`src/rtl/ram_master_4x8_if.sv`:
```
// Host command/response and RAM bus signals of the RAM initiator.
// The master modport is the initiator's view; slave is the host/RAM side.
interface ram_master_4x8_if #(
  parameter int DATA_W = 8,
  parameter int ADDR_W = 2
);
  logic              req_valid;
  logic              req_ready;
  logic              req_write;
  logic [ADDR_W-1:0] req_addr;
  logic [ADDR_W-1:0] req_len;
  logic [DATA_W-1:0] req_wdata;
  logic              resp_valid;
  logic              resp_last;
  logic [DATA_W-1:0] resp_rdata;
  logic              wr_done;
  logic              busy;
  logic              mem_rw;
  logic [ADDR_W-1:0] mem_endereco;
  logic [DATA_W-1:0] mem_data_in;
  logic [DATA_W-1:0] mem_data_out;

  modport master (
    input  req_valid, req_write, req_addr, req_len, req_wdata, mem_data_out,
    output req_ready, resp_valid, resp_last, resp_rdata, wr_done, busy,
           mem_rw, mem_endereco, mem_data_in
  );

  modport slave (
    output req_valid, req_write, req_addr, req_len, req_wdata, mem_data_out,
    input  req_ready, resp_valid, resp_last, resp_rdata, wr_done, busy,
           mem_rw, mem_endereco, mem_data_in
  );
endinterface

```
`src/rtl/ram_master_4x8.sv`:
```
// Burst read/write initiator for a small clocked RAM; one command at a time, no queueing.
// Writes take len+1 bus cycles plus a DONE cycle; reads return one strobe per beat, no backpressure.
module ram_master_4x8 #(
  parameter int DATA_W   = 8,
  parameter int ADDR_W   = 2,
  parameter int READ_LAT = 1
) (
  input  logic                  clock,
  input  logic                  clear,
  ram_master_4x8_if.master      bus
);

  localparam int LAT_W = (READ_LAT > 1) ? $clog2(READ_LAT) : 1;

  typedef enum logic [1:0] {IDLE, WRITE, READ, DONE} state_t;

  state_t            state, state_nxt;
  logic              cmd_write;
  logic [ADDR_W-1:0] cmd_addr;
  logic [ADDR_W-1:0] cmd_len;
  logic [DATA_W-1:0] cmd_wdata;
  logic [ADDR_W-1:0] beat;
  logic [LAT_W-1:0]  lat_cnt;
  logic              accept;
  logic              capture;
  logic              last_beat;
  logic              lat_done;

  always_ff @(posedge clock) begin
    if (!clear) state <= IDLE;
    else        state <= state_nxt;
  end

  always_comb begin
    state_nxt        = state;
    accept           = 1'b0;
    capture          = 1'b0;
    last_beat        = (beat == cmd_len);
    lat_done         = (lat_cnt == LAT_W'(READ_LAT - 1));
    bus.req_ready    = 1'b0;
    bus.busy         = 1'b1;
    bus.wr_done      = 1'b0;
    bus.mem_rw       = 1'b0;
    bus.mem_endereco = '0;
    bus.mem_data_in  = '0;
    case (state)
      IDLE: begin
        bus.req_ready = 1'b1;
        bus.busy      = 1'b0;
        if (bus.req_valid) begin
          accept    = 1'b1;
          state_nxt = bus.req_write ? WRITE : READ;
        end
      end
      WRITE: begin
        bus.mem_rw       = 1'b1;
        bus.mem_endereco = cmd_addr + beat;
        bus.mem_data_in  = cmd_wdata + DATA_W'(beat);
        if (last_beat) state_nxt = DONE;
      end
      READ: begin
        // Address stays on the bus for READ_LAT cycles; data is taken on the last one.
        bus.mem_endereco = cmd_addr + beat;
        if (lat_done) begin
          capture = 1'b1;
          if (last_beat) state_nxt = IDLE;
        end
      end
      DONE: begin
        bus.wr_done = 1'b1;
        state_nxt   = IDLE;
      end
      default: state_nxt = IDLE;
    endcase
  end

  always_ff @(posedge clock) begin
    if (!clear) begin
      cmd_write      <= 1'b0;
      cmd_addr       <= '0;
      cmd_len        <= '0;
      cmd_wdata      <= '0;
      beat           <= '0;
      lat_cnt        <= '0;
      bus.resp_valid <= 1'b0;
      bus.resp_last  <= 1'b0;
      bus.resp_rdata <= '0;
    end else begin
      bus.resp_valid <= 1'b0;
      bus.resp_last  <= 1'b0;
      if (accept) begin
        cmd_write <= bus.req_write;
        cmd_addr  <= bus.req_addr;
        cmd_len   <= bus.req_len;
        cmd_wdata <= bus.req_wdata;
        beat      <= '0;
        lat_cnt   <= '0;
      end else if (state == WRITE && !last_beat) begin
        beat <= beat + 1'b1;
      end else if (state == READ) begin
        if (capture) begin
          bus.resp_rdata <= bus.mem_data_out;
          bus.resp_valid <= 1'b1;
          bus.resp_last  <= last_beat;
          beat           <= beat + 1'b1;
          lat_cnt        <= '0;
        end else begin
          lat_cnt <= lat_cnt + 1'b1;
        end
      end
    end
  end

  // cmd_write is kept for visibility of the accepted command; the state already encodes it.
  logic unused_cmd_write;
  assign unused_cmd_write = cmd_write;

endmodule

```
`src/flat_wrapper.sv`:
```
// flat-port wrapper written by rule: the top's interface ports become plain ports
module ram_master_4x8_flat 
#(
  parameter int DATA_W   = 8,
  parameter int ADDR_W   = 2,
  parameter int READ_LAT = 1
)
  (clock, clear, bus_req_valid, bus_req_write, bus_req_addr, bus_req_len, bus_req_wdata, bus_mem_data_out, bus_req_ready, bus_resp_valid, bus_resp_last, bus_resp_rdata, bus_wr_done, bus_busy, bus_mem_rw, bus_mem_endereco, bus_mem_data_in);
  ram_master_4x8_if #(.DATA_W(DATA_W), .ADDR_W(ADDR_W)) bus_i ();
  input  logic clock;
  input  logic clear;
  input wire logic [$bits(bus_i.req_valid)-1:0] bus_req_valid;
  input wire logic [$bits(bus_i.req_write)-1:0] bus_req_write;
  input wire logic [$bits(bus_i.req_addr)-1:0] bus_req_addr;
  input wire logic [$bits(bus_i.req_len)-1:0] bus_req_len;
  input wire logic [$bits(bus_i.req_wdata)-1:0] bus_req_wdata;
  input wire logic [$bits(bus_i.mem_data_out)-1:0] bus_mem_data_out;
  output wire logic [$bits(bus_i.req_ready)-1:0] bus_req_ready;
  output wire logic [$bits(bus_i.resp_valid)-1:0] bus_resp_valid;
  output wire logic [$bits(bus_i.resp_last)-1:0] bus_resp_last;
  output wire logic [$bits(bus_i.resp_rdata)-1:0] bus_resp_rdata;
  output wire logic [$bits(bus_i.wr_done)-1:0] bus_wr_done;
  output wire logic [$bits(bus_i.busy)-1:0] bus_busy;
  output wire logic [$bits(bus_i.mem_rw)-1:0] bus_mem_rw;
  output wire logic [$bits(bus_i.mem_endereco)-1:0] bus_mem_endereco;
  output wire logic [$bits(bus_i.mem_data_in)-1:0] bus_mem_data_in;
  assign bus_i.req_valid = bus_req_valid;
  assign bus_i.req_write = bus_req_write;
  assign bus_i.req_addr = bus_req_addr;
  assign bus_i.req_len = bus_req_len;
  assign bus_i.req_wdata = bus_req_wdata;
  assign bus_i.mem_data_out = bus_mem_data_out;
  assign bus_req_ready = bus_i.req_ready;
  assign bus_resp_valid = bus_i.resp_valid;
  assign bus_resp_last = bus_i.resp_last;
  assign bus_resp_rdata = bus_i.resp_rdata;
  assign bus_wr_done = bus_i.wr_done;
  assign bus_busy = bus_i.busy;
  assign bus_mem_rw = bus_i.mem_rw;
  assign bus_mem_endereco = bus_i.mem_endereco;
  assign bus_mem_data_in = bus_i.mem_data_in;
  ram_master_4x8 #(.DATA_W(DATA_W), .ADDR_W(ADDR_W), .READ_LAT(READ_LAT)) u_core (.clock(clock), .clear(clear), .bus(bus_i));
endmodule
```
`config.mk`:
```
export PLATFORM = sky130hd
export DESIGN_NAME = ram_master_4x8_flat
export DESIGN_NICKNAME = d
export VERILOG_FILES = /design/src/rtl/ram_master_4x8_if.sv /design/src/rtl/ram_master_4x8.sv /design/src/flat_wrapper.sv
export SDC_FILE = /design/constraint.sdc
export NUM_CORES = 1
export LEC_CHECK = 0
export CORE_MARGIN = 10
export CORE_UTILIZATION = 59
export CTS_CLUSTER_SIZE = 28
export DETAILED_ROUTE_END_ITERATION = 8
export DONT_BUFFER_PORTS = 1
export PLACE_DENSITY = 0.75
export SLEW_MARGIN = 20
export SYNTH_ARGS = -nofsm -noshare
export SYNTH_HDL_FRONTEND = slang
export SYNTH_SLANG_ARGS = --single-unit
```
`constraint.sdc`:
```
create_clock -name clock -period 4.8 [get_ports clock]
set_input_delay 0.96 -clock clock [delete_from_list [all_inputs] [get_ports clock]]
set_output_delay 0.96 -clock clock [all_outputs]
set_load 0.01 [all_outputs]
```
### Word-level counts from Yosys, hierarchy flattened

Cells that the tools add are included.

| storage, ports and cells | value |
|---|---|
| bits in registers | 27 |
| word-level logic and storage cells | 60 |
| output and inout port bits | 24 |
| input bits | 24 |

| operators by class | value |
|---|---|
| add/sub/neg operators | 4 |
| multiplexer cells | 21 |
| eq/ne operators | 8 |
| reduce and logical (&&, ||, !) cells | 13 |
| bitwise logic cells | 5 |

Operators with widths:

| kind | number |
|---|---|
| 2-bit 2-to-1 mux | 9 |
| 1-bit 2-to-1 mux | 10 |
| 8-bit by 2-bit adder with 8-bit output | 1 |
| 8-bit 2-to-1 mux | 1 |
| 2-bit one-hot mux with 4 select lines | 1 |
| 4-bit AND reduction | 2 |
| 1-bit inverter | 5 |
| 5-bit OR reduction | 1 |
| 2-bit == test, second input constant | 2 |
| 2-bit by 1-bit != test with 1-bit output, second input constant | 2 |
| 2-bit != test, second input constant | 2 |
| 2-bit AND reduction | 2 |
| 2-bit nonzero test | 2 |
| 2-bit OR reduction | 2 |
| 4-bit OR reduction | 1 |
| 2-bit by 1-bit adder with 2-bit output, second input constant | 1 |
| 2-bit adder | 1 |
| 2-bit by 1-bit == test with 1-bit output, second input constant | 1 |
| 2-bit == test | 1 |
| 2-bit logical NOT | 1 |
| 1-bit adder, second input constant | 1 |
| 1-bit logical AND | 1 |
| 1-bit logical NOT | 1 |

### Depth between registers and ports, before layout

| logic depth | value |
|---|---|
| word-level depth | 5 |
| gate-level depth with buffers | 7 |
| depth with buffers taken out | 6 |

### Worst setup path before layout

OpenSTA, ideal clock, no wires.

| timing | value |
|---|---|
| path type | register to output |
| start | register u_core.beat[0] |
| end | output port bus_mem_data_in[6] |
| data required time | 3840 ps |
| arrival time | 1390 ps |
| buffers on the path | 0 |
| setup slack | 2450 ps |
| stages on the path, launching flop included | 6 |
| cells stage by stage | dfxtp_1 > ha_1 > fa_1 > nand3_1 > xor2_1 > nor2_1 |

| on the way | value |
|---|---|
| word-level cells in the longest chain between the ends | 2 |

RTL lines:

| item | RTL line | source |
|---|---|---|
| start, declared | ram_master_4x8.sv:22 | `logic [ADDR_W-1:0] beat;` |
| start signal, assigned | ram_master_4x8.sv:99 | `beat <= beat + 1'b1;` |
| start signal, assigned | ram_master_4x8.sv:105 | `beat <= beat + 1'b1;` |
| 8-bit by 2-bit adder with 8-bit output | ram_master_4x8.sv:58 | `bus.mem_data_in = cmd_wdata + DATA_W'(beat);` |
| 8-bit 2-to-1 mux | ram_master_4x8.sv:46 | `case (state)` |
| end, declared | flat_wrapper.sv:26 | `output wire logic [$bits(bus_i.mem_data_in)-1:0] bus_mem_data_in;` |

No other way between the ends.

### Worst setup path in the final report

Ends and elaborated chain as after synthesis.

==> flow_metrics.tcl <==
set metrics [dict create \
    crit_fanout 5 \
    grt_pass1_vias 1157 \
    synthAdderAreaFrac_pct 9.27 \
    end_kind "primary output" \
    final_cells 191 \
    status "complete, no violations" \
    synth_top_area_share_pct 37.8 \
    synthArstFlopShare_pct 0 \
    synth-edff-count 0 \
    hold_violations 0 \
    synth_nets 201 \
    cts_made_buffers 3 \
    synth_top_family_by_area "simple AND/OR/NAND/NOR gates" \
    drive_above_1_share_pct 6.13 \
    core_area_um2 2250 \
    vias 1112 \
    cp.arrival_ns 1.87 \
    fin_setup_tns_ns 0 \
    p_sw_w 0.000300 \
    fp.dieArea_um2 4800 \
    setup.worst_path.start "u_core.beat[0]" \
    synth_mux_area_share_pct 2.10 \
    holdCritStartpoint "u_core.cmd_addr[0]" \
    gp_congestion 0.783 \
    synth_compound_area_share_pct 17.9 \
    maxCapViolations 0 \
    clk_pin_slew_ns 0.16 \
    areaGrowthSynthToFinish_pct 1.84 \
    synth_cell_type_count 30 \
    grtUsageTotal_pct 12.9 \
    crit_slowest_cell "fa_1" \
    grt_first_pass_wirelength_um 5480 \
    port_buffers 0 \
    cts_tree "done" \
    dp_hpwl_um 2500 \
    postCtsSetupBuffers 0 \
    cts-root-buf "clkbuf_4" \
    place_ws_ns 2.34 \
    die_h_um 69.3 \
    drc 0 \
    min_path_type "register to register" \
    routedWlPerCell_um 16.6 \
    setup_slack_ns 1.97 \
    clk_path_buf_depth 2 \
    cts_resized 0 \
    design.portCount 48 \
    timing.rr.start "u_core.state[0]" \
    drtAntennaViolNets 0 \
    cp_cell_sequence "ha_1 > fa_1 > nand3_1 > xor2_1 > nor2_1" \
    antenna_found_initial 0 \
    n_antenna_cell 0 \
    dp_cells 187 \
    clock_sinks 27 \
    ys_seq_area_share_pct 37.8 \
    cp.required_ns 3.84 \
    syn_area_per_cell_um2 8.57 \
    ir_drop_v 0.000276 \
    power.density_nw_per_um2 482 \
    rows 17 \
    p_seq_share_pct 45.9 \
    cts_hold_buf 0 \
    intPower_w 0.000402 \
    grt_start_max_net_pins 28 \
    wl_um 3170 \
    nets 198 \
    syn-cell-area_um2 1430 \
    synth_ff_type "dfxtp_1" \
    critical_path.max_stage_delay_ns 0.48 \
    fin_crit_ns 2.83 \
    die_width_um 69.3 \
    leakage_nw 0.552 \
    rsz0062_at_grt "false" \
    global_route.overflow_total 0 \
    fillers 204 \
    path_class "register to primary output" \
    vias_per_cell 5.82 \
    cts-htree-levels 1 \
    maxSlewHeadroom_pct 62.6 \
    fmax_ghz 0.354 \
    ys_warn_count 0 \
    power.share.switching_pct 42.8 \
    ys_ff_latch 27 \
    synthSimpleGateAreaFrac_pct 21.8 \
    power.share.clock_pct 14.3 \
    synthXorXnorAreaFrac_pct 7.17 \
    worst_pin_slew_ns 0.559 \
    drt-initial-drc-count 39 \
    drt_pre_antenna_iters 4 \
    yosys-top-cells-area "dfxtp_1 (38%), nand2_1 (8.1%), ha_1 (7.9%)" \
    post-route-period-util_pct 58.9 \
    clk_latency_ns 0.33 \
    yosysTopAreaCell "dfxtp_1" \
    power_w 0.000702 \
    start_util_pct 63.5 \
    syn_inst 167 \
    cp-start-kind "register" \
    slew_viol_final 0 \
    setup_viol 0 \
    finalClockSkew_ns 0.0132 \
    pwr-share-comb_pct 39.8 \
]
## state kept, by name, summed over array words and instances, names as in the netlist
name	flops
u_core.bus.resp_last	1
u_core.lat_cnt	1
u_core.beat	2
u_core.cmd_addr	2
u_core.state	2
u_core.bus.resp_rdata	8
u_core.bus.resp_valid	1
u_core.cmd_wdata	8
u_core.cmd_len	2
## final timing paths
check | slack, ns | cells past startpoint | endpoint
worst min-delay path | 0.48 | 2 | u_core.cmd_addr[0]
worst max-delay path | 1.97 | 5 | bus_mem_data_in[6]
worst max register to register | 2.83 | 6 | u_core.bus.resp_rdata[4]
worst min register to register | 0.48 | 2 | u_core.cmd_addr[0]
## layout by cell type (no fill, tap or decap), types with 4 or more instances in the layout
cell type / synthesis / layout
a21boi_0: 12 / 12
nor2_1: 8 / 8
and2_1: 6 / 6
nand2_1: 31 / 31
ha_1: 9 / 9
xnor2_1: 4 / 4
dfxtp_1: 27 / 27
nand3_1: 12 / 12
xor2_1: 4 / 4
inv_1: 5 / 5
a21boi_1: 8 / 8
o21ai_0: 9 / 9
## layer usage
layer / share of wire [%] / wire, um / track usage [%]
met4: 0.98 / 31 / 1.55
met3: 11 / 336 / 7.56
met5: 0 / 0 / 0
met1: 40 / 1270 / 14.5
met2: 48 / 1530 / 21.0
## critical path: cells and delay by family, from the launching register on
kind | cells | cell delay (ns)
fa+ha+maj | 2 | 0.74
simple gates | 2 | 0.32
flops | 1 | 0.41
xor+xnor | 1 | 0.06
## stage by stage
stage	util (%)	cell area, um^2	hold slack, ns
after CTS	64.7	1460	0.484
after global routing	64.7	1460	0.516
final	64.7	1460	0.481
after global placement	63.3	1430	0.464
after floorplan	-	1430	0.447
after detailed placement	63.3	1430	0.464
## Yosys cell counts (3+ instances only)
cell and count:
xor2_1 4, nand3_1 12, mux2i_1 3, o21ai_0 9, and2_1 6, nor2_1 8
clkbuf_1 6, xnor2_1 4, nand2_1 31, inv_1 5, a21boi_1 8, ha_1 9
dfxtp_1 27, a21boi_0 12, nor3_1 3
## kinds of logic (layout without fill, tap and decap cells)
logic type | count (synthesis) | count (layout)
and+or+nand+nor | 67 | 67
AOI/OAI and AO/OA | 37 | 37
DFF | 27 | 27
buffers and inverters | 13 | 9
adders and majority gates | 10 | 10
xor gates and xnor gates | 10 | 10
muxes | 3 | 3
## layout make-up
type                       instances  area [um^2]  share of cell area (%)
clock buffer                       3         22.5                    1.55
tap                               28         35.0                    2.40
clock inverter                     1         7.51                   0.515
multi-input combinational        127          833                    57.2
sequential                        27          541                    37.1
inverter                           5         18.8                    1.29
## power by group through the flow
stage | logic, W | clock network, W | registers, W
after floorplan | 0.000239 | 0 | 0.000315
after global placement | 0.000272 | 0 | 0.000325
after detailed placement | 0.000281 | 0 | 0.000329
after CTS | 0.000283 | 0.000103 | 0.000324
after global routing | 0.000324 | 0.000111 | 0.000330
final | 0.000279 | 0.000100 | 0.000323
Power figures use the tool's default switching activity.
